[src/rtl/voice_allocator.sv]
// Polyphonic voice allocator: maps note-on/off events onto NUM_VOICES oscillator
// voices (retrigger / free / oldest-steal) and converts MIDI notes to PHASE_INCR.
module voice_allocator #(
  parameter int NUM_VOICES = 8,
  parameter int VW         = $clog2(NUM_VOICES)
) (
  input  logic                  clk,
  input  logic                  rst_n,
  input  logic                  evt_valid,
  output logic                  evt_ready,
  input  logic                  evt_on,
  input  logic [6:0]            evt_note,
  output logic                  cfg_valid,
  input  logic                  cfg_ready,
  output logic [VW-1:0]         cfg_voice,
  output logic                  cfg_gate,
  output logic [31:0]           cfg_phase_incr,
  output logic [NUM_VOICES-1:0] voice_active
);

  typedef enum logic [2:0] {IDLE, SEARCH, DIVIDE, CALC, EMIT} state_t;
  state_t state, state_d;

  logic                  lat_on;
  logic [6:0]            lat_note;
  logic                  off_fetch;
  logic                  off_hit;
  logic [6:0]            rem;
  logic [3:0]            oct;

  logic [NUM_VOICES-1:0] v_active;
  logic [6:0]            v_note [NUM_VOICES];
  logic [31:0]           v_incr [NUM_VOICES];
  logic [3:0]            v_age  [NUM_VOICES];

  logic                  hit;
  logic [VW-1:0]         hit_idx;
  logic                  has_free;
  logic [VW-1:0]         free_idx;
  logic [VW-1:0]         old_idx;
  logic [3:0]            old_age;
  logic [VW-1:0]         on_idx;

  // Phase increments for MIDI notes 120..131 (octave 10) at 48 kHz.
  function automatic logic [31:0] base_rom(input logic [3:0] s);
    case (s)
      4'd0:    base_rom = 32'd749115497;
      4'd1:    base_rom = 32'd793660223;
      4'd2:    base_rom = 32'd840853716;
      4'd3:    base_rom = 32'd890853479;
      4'd4:    base_rom = 32'd943826384;
      4'd5:    base_rom = 32'd999949221;
      4'd6:    base_rom = 32'd1059409296;
      4'd7:    base_rom = 32'd1122405051;
      4'd8:    base_rom = 32'd1189146729;
      4'd9:    base_rom = 32'd1259857073;
      4'd10:   base_rom = 32'd1334772073;
      4'd11:   base_rom = 32'd1414141751;
      default: base_rom = '0;
    endcase
  endfunction

  // Strict '>' from voice 0 keeps the lowest index on age ties.
  always_comb begin
    hit      = 1'b0;
    hit_idx  = '0;
    has_free = 1'b0;
    free_idx = '0;
    old_idx  = '0;
    old_age  = '0;
    for (int unsigned i = 0; i < NUM_VOICES; i++) begin
      if (!hit && v_active[i] && (v_note[i] == lat_note)) begin
        hit     = 1'b1;
        hit_idx = VW'(i);
      end
      if (!has_free && !v_active[i]) begin
        has_free = 1'b1;
        free_idx = VW'(i);
      end
      if (v_age[i] > old_age) begin
        old_age = v_age[i];
        old_idx = VW'(i);
      end
    end
    on_idx = hit ? hit_idx : (has_free ? free_idx : old_idx);
  end

  always_ff @(posedge clk or negedge rst_n) begin
    if (!rst_n) state <= IDLE;
    else        state <= state_d;
  end

  always_comb begin
    state_d   = state;
    evt_ready = 1'b0;
    cfg_valid = 1'b0;
    case (state)
      IDLE: begin
        evt_ready = 1'b1;
        if (evt_valid) state_d = SEARCH;
      end
      SEARCH: begin
        if (lat_on)         state_d = DIVIDE;
        else if (off_fetch) state_d = off_hit ? EMIT : IDLE;
      end
      DIVIDE: if (rem < 7'd12) state_d = CALC;
      CALC:   state_d = EMIT;
      EMIT: begin
        cfg_valid = 1'b1;
        if (cfg_ready) state_d = IDLE;
      end
      default: state_d = IDLE;
    endcase
  end

  // Note-off spends a second SEARCH cycle reading the stored incr through the
  // registered target index.
  always_ff @(posedge clk or negedge rst_n) begin
    if (!rst_n) begin
      lat_on         <= 1'b0;
      lat_note       <= '0;
      off_fetch      <= 1'b0;
      off_hit        <= 1'b0;
      rem            <= '0;
      oct            <= '0;
      cfg_voice      <= '0;
      cfg_gate       <= 1'b0;
      cfg_phase_incr <= '0;
    end else begin
      case (state)
        IDLE: if (evt_valid) begin
          lat_on    <= evt_on;
          lat_note  <= evt_note;
          off_fetch <= 1'b0;
        end
        SEARCH: begin
          if (lat_on) begin
            cfg_voice <= on_idx;
            cfg_gate  <= 1'b1;
            rem       <= lat_note;
            oct       <= '0;
          end else if (!off_fetch) begin
            off_fetch <= 1'b1;
            off_hit   <= hit;
            if (hit) cfg_voice <= hit_idx;
          end else if (off_hit) begin
            cfg_gate       <= 1'b0;
            cfg_phase_incr <= v_incr[cfg_voice];
          end
        end
        DIVIDE: if (rem >= 7'd12) begin
          rem <= rem - 7'd12;
          oct <= oct + 4'd1;
        end
        CALC: cfg_phase_incr <= base_rom(rem[3:0]) >> (4'd10 - oct);
        default: ;
      endcase
    end
  end

  always_ff @(posedge clk or negedge rst_n) begin
    if (!rst_n) begin
      v_active <= '0;
      for (int unsigned i = 0; i < NUM_VOICES; i++) begin
        v_note[i] <= '0;
        v_incr[i] <= '0;
        v_age[i]  <= '0;
      end
    end else if (state == EMIT && cfg_ready) begin
      for (int unsigned i = 0; i < NUM_VOICES; i++) begin
        if (VW'(i) == cfg_voice) begin
          v_active[i] <= lat_on;
          if (lat_on) begin
            v_note[i] <= lat_note;
            v_incr[i] <= cfg_phase_incr;
            v_age[i]  <= '0;
          end
        end else if (lat_on && v_active[i] && (v_age[i] != 4'd15)) begin
          v_age[i] <= v_age[i] + 4'd1;
        end
      end
    end
  end

  assign voice_active = v_active;

endmodule

[config.mk]
export PLATFORM = sky130hd
export DESIGN_NAME = voice_allocator
export DESIGN_NICKNAME = d
export VERILOG_FILES = /design/src/rtl/voice_allocator.sv
export SDC_FILE = /design/constraint.sdc
export NUM_CORES = 1
export LEC_CHECK = 0
export ABC_AREA = 1
export CORE_MARGIN = 2
export CORE_UTILIZATION = 51
export DETAILED_ROUTE_END_ITERATION = 6
export GPL_TIMING_DRIVEN = 0
export MAX_ROUTING_LAYER = met4
export PLACE_DENSITY = 0.79
export SKIP_LAST_GASP = 1
export SYNTH_ARGS = -nofsm -noshare
export SYNTH_HDL_FRONTEND = slang
export SYNTH_SLANG_ARGS = --single-unit
[constraint.sdc]
create_clock -name clk -period 14.8 [get_ports clk]
set_clock_uncertainty 0.05 [all_clocks]
set_input_delay 1.48 -clock clk [delete_from_list [all_inputs] [get_ports clk]]
set_output_delay 1.48 -clock clk [all_outputs]
set_load 0.1 [all_outputs]
; After elaboration in Yosys (flattened, before gate mapping)
; Memories as Yosys holds them, arrays and structs flattened.
; Index checks and enable logic that the tools add are counted.
[totals]
ff_bits = 412
romBits = 496
inputBits = 12
output_inout_bits = 46
elab_cells = 315
n_memories = 1
[memory_table]
columns = memory, words, word_bits, rd, rd_clocked_by_memory_dff, wr, line
row1 = (no name shown), 16, 31, 1, 0, 0, 46  ; case (s)
[op_classes]
n_addsub = 11
order_cmp = 11
n_eq_ne = 45
shifts = 1
mux = 94
n_bitwise = 3
n_reduce_logical = 107
[op_table]
columns = op, n
row1 = 32-bit 2-to-1 mux, 6
row2 = 4-bit 2-to-1 mux, 25
row3 = 32-bit binary-select mux with 3-bit select, 1
row4 = 3-bit 2-to-1 mux, 28
row5 = 32-bit one-hot mux with 2 select lines, 1
row6 = 3-bit AND reduction, 21
row7 = 7-bit equality test, 8
row8 = 1-bit logical AND, 39
row9 = 4-bit by 1-bit adder with 4-bit output (second input constant), 9
row10 = 2-bit != test (second input constant), 17
row11 = 4-bit != test (second input constant), 8
row12 = 32-bit by 4-bit >> shifter with 32-bit output, 1
row13 = 4-bit greater-than comparator, 7
row14 = 2-bit nonzero test, 14
row15 = 1-bit 2-to-1 mux, 26
row16 = 1-bit logical NOT, 20
row17 = 2-bit AND reduction, 9
row18 = 3-bit one-hot mux with 5 select lines, 1
row19 = 7-bit 2-to-1 mux, 2
row20 = 7-bit one-hot mux with 2 select lines, 1
row21 = 3-bit equality test (first input constant), 4
row22 = 4-bit one-hot mux with 2 select lines, 1
row23 = 4-bit AND reduction, 2
row24 = 7-bit by 4-bit >= comparator with 1-bit output (second input constant), 1
row25 = 16 further kinds, 20

; Depth between registers and ports, before layout
; Gate-level depths: netlist (run 1).
[logic_depth]
word_depth = 34
mapped_depth = 67
ltp_nobuf = 66

; Worst setup path before layout (run 1)
; OpenSTA, ideal clock, no wires.
[synth_path]
path_kind = reg2reg
from = reg v_age[28] (netlist name)
to = reg cfg_voice[2]
setup_time_ns = 0.143
arrival_time_ns = 6.799
required_time_ns = 14.607
path_slack_ns = 7.808
stages_incl_launch_ff = 62
n_path_buf = 1
period_less_slack_ns = 6.992
cell_sequence = dfrtp_1 > inv_1 > ha_1 > a31oi_1 > ha_1 > inv_1 > nand2_1 > nand2_1 > nand2_1 > nand2_2 > nand2_2 > o21ai_0 > ha_1 > inv_1 > o21bai_1 > inv_2 > nand2_2 > nand2_4 > [... 26 more ...] > inv_1 > ha_1 > nand2_1 > o21ai_0 > nand2_1 > nand2_1 > o21ai_1 > ha_1 > inv_1 > nor2_1 > o21bai_1 > nand2_1 > o21ai_0 > nand2_1 > a211oi_1 > nand2_1 > nand3_1 > a22oi_1
[synth_via]
elab_chain_len = 19
elab_cells_between_ends = 23
classes_between = order compare (8) / mux (15)
[synth_rtl]
columns = item, line
row1 = "start, declared", 34  ; logic [3:0] v_age [NUM_VOICES];
row2 = "start signal, assigned by index", 179  ; v_age[i] <= v_age[i] + 4'd1;
row3 = 4-bit by 1-bit greater-than comparator with 1-bit output, 80  ; if (v_age[i] > old_age) begin
row4 = 4-bit 2-to-1 mux *, 80
row5 = 4-bit greater-than comparator, 80
row6 = 4-bit 2-to-1 mux *, 80
row7 = 4-bit greater-than comparator, 80
row8 = 4-bit 2-to-1 mux *, 80
row9 = 4-bit greater-than comparator, 80
row10 = 4-bit 2-to-1 mux, 80
row11 = [... 2 more ...], -
row12 = 4-bit greater-than comparator, 80
row13 = 4-bit 2-to-1 mux, 80
row14 = 4-bit greater-than comparator, 80
row15 = 4-bit 2-to-1 mux, 80
row16 = 4-bit greater-than comparator, 80
row17 = 3-bit 2-to-1 mux *, 80
row18 = 3-bit 2-to-1 mux * (2 in a row), 85  ; on_idx = hit ? hit_idx : (has_free ? free_idx : old_idx);
row19 = 3-bit 2-to-1 mux *, 137  ; if (lat_on) begin
row20 = "end signal, assigned", 138  ; cfg_voice <= on_idx;
row21 = "end signal, assigned", 145  ; if (hit) cfg_voice <= hit_idx;
row22 = "end, declared", 15  ; output logic [VW-1:0] cfg_voice,
; Every way passes the cells marked *; elsewhere a longest branch is shown, timed or not.
; A chain may end at the register's enable or synchronous reset.

; Worst setup path in the final report (run 1)
[layout_path]
from = reg v_age[29] (netlist name)
to = reg cfg_voice[2]
; Same word-level chain as after synthesis.

==> results of run 1 <==
==> area by class of cell <==
class,count,area [um^2],share of cell area [%]
sequential,412,10310,43.26
multi-input combinational,1784,8951,37.56
clock buffer,68,1343,5.633
inverter,332,1246,5.229
tap,532,665.6,2.793
timing repair buffer,60,658.1,2.761
buffer,152,581.8,2.441
clock inverter,8,75.07,0.3150
antenna,1,2.502,0.01050
==> state kept, by name, indices dropped and copies added, names as in the netlist, 4 cells and up <==
name            count
cfg_phase_incr     32
rem                 7
lat_note            7
v_note             56
v_incr            256
oct                 4
v_age              32
voice_active        8
==> critical path, delay by kind of cell, from the launching register on <==
| family | cells | cell delay [ps] |
|---|---|---|
| buf+inv | 5 | 430 |
| flops | 1 | 420 |
| compound gates | 12 | 1650 |
| fa+ha+maj | 8 | 2270 |
| simple gates | 36 | 3160 |
==> per-stage QoR <==
step / util [%] / setup slack (ps)
floorplan: - / 7808
detailed placement: 54.89 / 6748
global placement: 54.68 / -5446
CTS: 58.36 / 6677
finish: 58.37 / 6637
global route: 58.37 / 5681
==> cells in the final DEF, fill, tap and decap left out, types with 6 or more instances in the layout <==
| cell type | Yosys | layout |
|---|---|---|
| sky130_fd_sc_hd__clkbuf_8 | 0 | 13 |
| sky130_fd_sc_hd__clkbuf_1 | 138 | 148 |
| sky130_fd_sc_hd__xor2_1 | 31 | 31 |
| sky130_fd_sc_hd__a211oi_1 | 11 | 11 |
| sky130_fd_sc_hd__nor3_1 | 39 | 39 |
| sky130_fd_sc_hd__nand2_1 | 691 | 691 |
| sky130_fd_sc_hd__o211ai_1 | 8 | 8 |
| sky130_fd_sc_hd__inv_1 | 317 | 317 |
| sky130_fd_sc_hd__o311ai_0 | 9 | 9 |
| sky130_fd_sc_hd__a22oi_1 | 12 | 12 |
| sky130_fd_sc_hd__o22ai_1 | 65 | 65 |
| sky130_fd_sc_hd__nor2_1 | 121 | 121 |
| sky130_fd_sc_hd__o221ai_1 | 10 | 10 |
| sky130_fd_sc_hd__a221oi_1 | 40 | 40 |
| sky130_fd_sc_hd__ha_1 | 36 | 36 |
| sky130_fd_sc_hd__nand2_2 | 6 | 6 |
| sky130_fd_sc_hd__buf_1 | 10 | 10 |
| sky130_fd_sc_hd__inv_2 | 7 | 7 |
| sky130_fd_sc_hd__clkbuf_16 | 0 | 45 |
| sky130_fd_sc_hd__a31oi_1 | 8 | 8 |
| sky130_fd_sc_hd__nand4_1 | 41 | 41 |
| sky130_fd_sc_hd__dfrtp_1 | 412 | 412 |
| sky130_fd_sc_hd__o21bai_1 | 7 | 7 |
| sky130_fd_sc_hd__clkdlybuf4s50_1 | 0 | 56 |
| sky130_fd_sc_hd__o21ai_0 | 461 | 461 |
| sky130_fd_sc_hd__clkinv_1 | 8 | 8 |
| sky130_fd_sc_hd__nand3_1 | 64 | 64 |
| sky130_fd_sc_hd__a21oi_1 | 69 | 69 |
==> how the worst min path moves through the flow <==
| stage | startpoint | endpoint | slack (ps) |
|---|---|---|---|
| after floorplan | v_incr[103] | v_incr[103] | 390 |
| after global placement | v_incr[116] | v_incr[116] | 410 |
| after detailed placement | v_incr[71] | v_incr[71] | 420 |
| after CTS | v_incr[71] | v_incr[71] | 430 |
| after global routing | v_incr[103] | v_incr[103] | 450 |
| final | v_incr[210] | v_incr[210] | 440 |
==> metal layers <==
metal	up-vias	wire length [um]	share of wire [%]	track usage, %
met5	-	0	0	-
met4	0	5048	6.6	21.01
met3	288	8671	11	7.549
met2	1337	33070	43	52.26
met1	10040	29910	39	48.01
li1	9102	-	-	-
==> kinds of logic after synthesis <==
kind of cell	count (synthesis)	share of synthesized area, %
simple gates	985	19.22
xor+xnor	34	1.412
compound gates	725	19.49
fa+ha+maj	36	2.136
flops	412	48.89
mux	4	0.1899
buf+inv	484	8.668
==> impl_results.md, run 1 <==
- Outcome: finished with violations
- Failing checks: DRC
- Category of the worst setup path launch point: flip-flop
- Total of buffers placed on input and output ports: 57
- Area Overhead vs Synth: 13.01%
- Slack of the worst reg-to-reg path: roughly 6600 ps
- Number of DRC markers after the initial detailed-route iteration: 3010
- Async set or reset register ratio after synthesis: 100.0%
- Worst hold-check slack: 436.7 ps
- TNS Setup: 0 ps
- Fmax: approximately 0.12 GHz
- Nature of the critical path endpoint: flip-flop
- Number of optimization iterations in the first detailed-route pass: 7
- Clock-pin transition on the worst setup and hold timing paths: roughly 60 ps
- EDFF count, synth: 0
- Post-cts sizing count: 0
- Maximum net fanout on the critical path: 10
- Critical path's largest stage delay: 420 ps
- Antenna violations before repair: 1
- CTS sink count: 412
- Starting density of the core: between 50% and 60%
- Floorplan die width: 207.4 um
- Most frequent cell after synthesis: sky130_fd_sc_hd__nand2_1
- DRC errors left: 2
- Setup bufs post-CTS: 0
- Share of cells above drive strength 1: between 3 and 4%
- Critical path class: flip-flop to flip-flop
- CP arrival: around 8500 ps
- Dominant cells by area after synthesis: sky130_fd_sc_hd__dfrtp_1, sky130_fd_sc_hd__nand2_1, sky130_fd_sc_hd__o21ai_0
- Pin count of the biggest net entering global routing: roughly 120
- Count of antenna-violating nets left after detailed routing: 0
- Syn Nets: 2728
- Slew @ Worst Pin: about 1300 ps
- Cells after synthesis: 2680
- Number of pins with negative max-slew slack in the final report: 0
- Share of Yosys cell area claimed by the top area cell type: 48.89%
- Worst reg2reg endpoint: cfg_voice[2]
- Die boundary height: 207.4 um
- Biggest area consumer among synthesized cells: sky130_fd_sc_hd__dfrtp_1
- HPWL reported at the end of detailed placement: 55.46 mm
- CTS Buffer Depth: 3
- Buffer cell driving the clock tree root: sky130_fd_sc_hd__clkbuf_16
- Hold Path Class: flip-flop to flip-flop
- Number of buffers inserted for hold repair after clock tree synthesis: 0
- Total GRT Usage: about 36%
- Capturing instance or port of the critical path: cfg_voice[2]
- Worst endpoint required time: 15150 ps
- Cell count of the worst hold path: 2
- CTS tree: yes
- Sequential share of the synthesized area: between 40% and 50%
- Cell area after layout: 0.02383 mm^2
- Total of flip-flops plus latches after synthesis: approximately 410
- WL/cell: 22.90 um
- Commonest cells in the netlist: sky130_fd_sc_hd__nand2_1, sky130_fd_sc_hd__o21ai_0, sky130_fd_sc_hd__dfrtp_1
- Number of top-level design ports: 58
- Normalized max-slew margin: between 15 and 20%
- Synth unique cells: 49
- Wire length of the first global-routing pass: ~120 mm
- Worst path most repeated cell: sky130_fd_sc_hd__nand2_1
- Average via count per standard cell: 6.200
- Worst Reg2Reg Path Length in Cells: 61
- RSZ-0062 raised after global routing: no
- Startpoint of the worst-slack reg-to-reg timing path: v_age[29]
- H-Tree Depth: 2
- Fin crit share: between 50% and 60%
- Cell Count Post-Placement: 3272
- Synthesis warning total: 0
- Finish-stage setup viols: 0
- Number of maximum-capacitance violations: 0
- Later-pin clock latency in the skew report: 590 ps
- Row count: 74
- Crit. Startpoint: v_age[29]
- Area enclosed by the die boundary: 0.04299 mm^2
- Post-synthesis cell area: 0.02109 mm^2
- Final std cells w/o fill: 3349
- Post-layout net count: between 2000 and 3000
- Core region area: 0.04083 mm^2
- Final period demand of the worst path: a little over 8000 ps
- Crit-path slowest cell: sky130_fd_sc_hd__dfrtp_1
- Dominant register cell in the synthesized netlist: sky130_fd_sc_hd__dfrtp_1
- Area after detailed placement: 0.02241 mm^2
- Last weighted congestion value of the routability-driven placer: 0.9780
- Final-layout fill cell count: roughly 3700
- Number of CTS-inserted buffers: 43
- Mapped Avg Cell Area: 7.869 um^2
- Via count of the first global-routing pass: just under 20000
- Remaining global-route overflow: 0
- Routed wire length: around 77 mm
- Total via count after detailed routing: 20770
- Final hold violation count: 0
Power of run 1 is not shown: default switching activity piles up to over one toggle a cycle in this logic, so the estimate is an artifact.
==> inputs of run 2 (changes only) <==
- clock period: 14.8 -> 8.17 ns (I/O delays scaled with it)
==> impl_results.md, run 2 (synthesis results as in run 1) <==
- Outcome: finished with violations
- Failing checks: DRC
- Critical path's largest stage delay: 430 ps
- Final period demand of the worst path: 7574 ps
- HPWL reported at the end of detailed placement: ~55 mm
- Total of buffers placed on input and output ports: 57
- Fmax: 0.1320 GHz
- Reg area: 0.01031 mm^2
- Total via count after detailed routing: 20730
- Area enclosed by the die boundary: 0.04299 mm^2
- CP arrival: 7920 ps
- Count of antenna-violating nets left after detailed routing: 0
- Share of cells above drive strength 1: 4.706%
- Cell Count Post-Placement: 3272
- Last weighted congestion value of the routability-driven placer: approximately 0.98
- Antenna violations before repair: 1
- CTS sink count: 412
- Average via count per standard cell: 6.173
- Most common cell after layout, fill and taps aside: sky130_fd_sc_hd__nand2_1
- Die boundary height: 207.4 um
- Hold Path Class: primary input to asynchronous set/reset pin
- Later-pin clock latency in the skew report: 590 ps
- Number of pins with negative max-slew slack in the final report: 0
- Via count of the first global-routing pass: 19730
- Routed wire length: 76.97 mm
- Finish-stage setup viols: 0
- Fin crit share: 92.71%
- WL/cell: ~23 um
- CTS tree: yes
- Total GRT Usage: 36.42%
- Final std cells w/o fill: 3359
- Number of DRC markers after the initial detailed-route iteration: just under 3000
- Worst endpoint required time: about 8500 ps
- Starting density of the core: 51.65%
- Wire length of the first global-routing pass: 116.9 mm
- Area Overhead vs Synth: 13.91%
- Maximum net fanout on the critical path: 9
- Clock-pin transition on the worst setup and hold timing paths: 60 ps
- Final-layout fill cell count: 3626
- Crit-path slowest cell: sky130_fd_sc_hd__dfrtp_1
- Worst path most repeated cell: sky130_fd_sc_hd__nand2_1
- Row count: 74
- Pin count of the biggest net entering global routing: 118
- Category of the worst setup path launch point: flip-flop
- Normalized max-slew margin: 15.69%
- Area occupied by multi-input gates: 0.009072 mm^2
- Final hold violation count: 0
- Largest register FFs: 256
- Critical path class: flip-flop to flip-flop
- Nature of the critical path endpoint: flip-flop
- Number of CTS-inserted buffers: 43
- Worst hold-check slack: 267.7 ps
- Largest registers: v_incr x256, v_note x56
- Remaining global-route overflow: 0
- Buffer cell driving the clock tree root: sky130_fd_sc_hd__clkbuf_16
- DRC errors left: 9
- Post-layout net count: 2843
- Slew @ Worst Pin: 1255 ps
- CTS Buffer Depth: 3
- Number of optimization iterations in the first detailed-route pass: 7
- H-Tree Depth: 2
- Final worst-path setup slack: between 500 and 600 ps
- Core region area: 0.04083 mm^2
- Core utilization of the finished layout: 58.83%
- Floorplan die width: 207.4 um
- Register ranked first by flip-flop count: v_incr
- Number of top-level design ports: between 50 and 60
- Top library cells by usage in the layout, fill and taps aside: sky130_fd_sc_hd__nand2_1, sky130_fd_sc_hd__o21ai_0, sky130_fd_sc_hd__dfrtp_1, sky130_fd_sc_hd__inv_1, sky130_fd_sc_hd__clkbuf_1
- Worst setup slack after placement: 117.8 ps
- Number of maximum-capacitance violations: 0
==> run 2: final cells by class <==
| class | count | share of cell area (%) |
|---|---|---|
| inverters | 332 | 5.188 |
| diodes | 1 | 0.01042 |
| clock buffers | 68 | 5.589 |
| plain buffers | 152 | 2.422 |
| repair buffers | 69 | 3.021 |
| well taps | 532 | 2.771 |
| multi-input cells | 1785 | 37.77 |
| flip-flops and latches | 412 | 42.92 |
| clock inverters | 8 | 0.3125 |
==> run 2: final timing paths <==
kind,from,to,slack (ps),cells past startpoint
min reg2reg,v_incr[71],v_incr[71],430,2
max,v_age[29],cfg_voice[2],600,57
min in group clk,v_incr[71],v_incr[71],430,2
max in group asynchronous,rst_n,v_age[29],6410,3
min,rst_n,v_incr[146],270,1
max reg2reg,v_age[29],cfg_voice[2],600,57
==> run 2: metrics by stage <==
step | setup TNS (ps) | area (um^2)
final | 0 | 24020
after global routing | -54.67 | 24020
after CTS | 0 | 23830
after detailed placement | 0 | 22410
after global placement | -4687910 | 22330
after floorplan | 0 | 21090
==> run 2: metal layers <==
metal	part of all wire (%)	GRT usage, %	up-vias	wire length (um)
li1	-	-	9125	-
met1	39	48.01	10030	30010
met2	43	52.26	1300	33430
met3	11	7.549	282	8522
met4	6.5	21.01	0	5001
met5	0	-	-	0
==> run 2: repair_timing <==
action,CTS,global route
setup endpoints to repair,0,3
hold buffers,0,0
buffers inserted,0,8
resized for setup,0,35
==> run 2: critical path, delay by kind of cell, from the launching register on <==
kind	cells	cell delay, ps
buffers and inverters	5	400
AOI/OAI and AO/OA	13	1400
and+or+nand+nor	31	2790
DFF	1	430
adders and majority gates	8	2350
Power of run 2 is left out for the same reason.
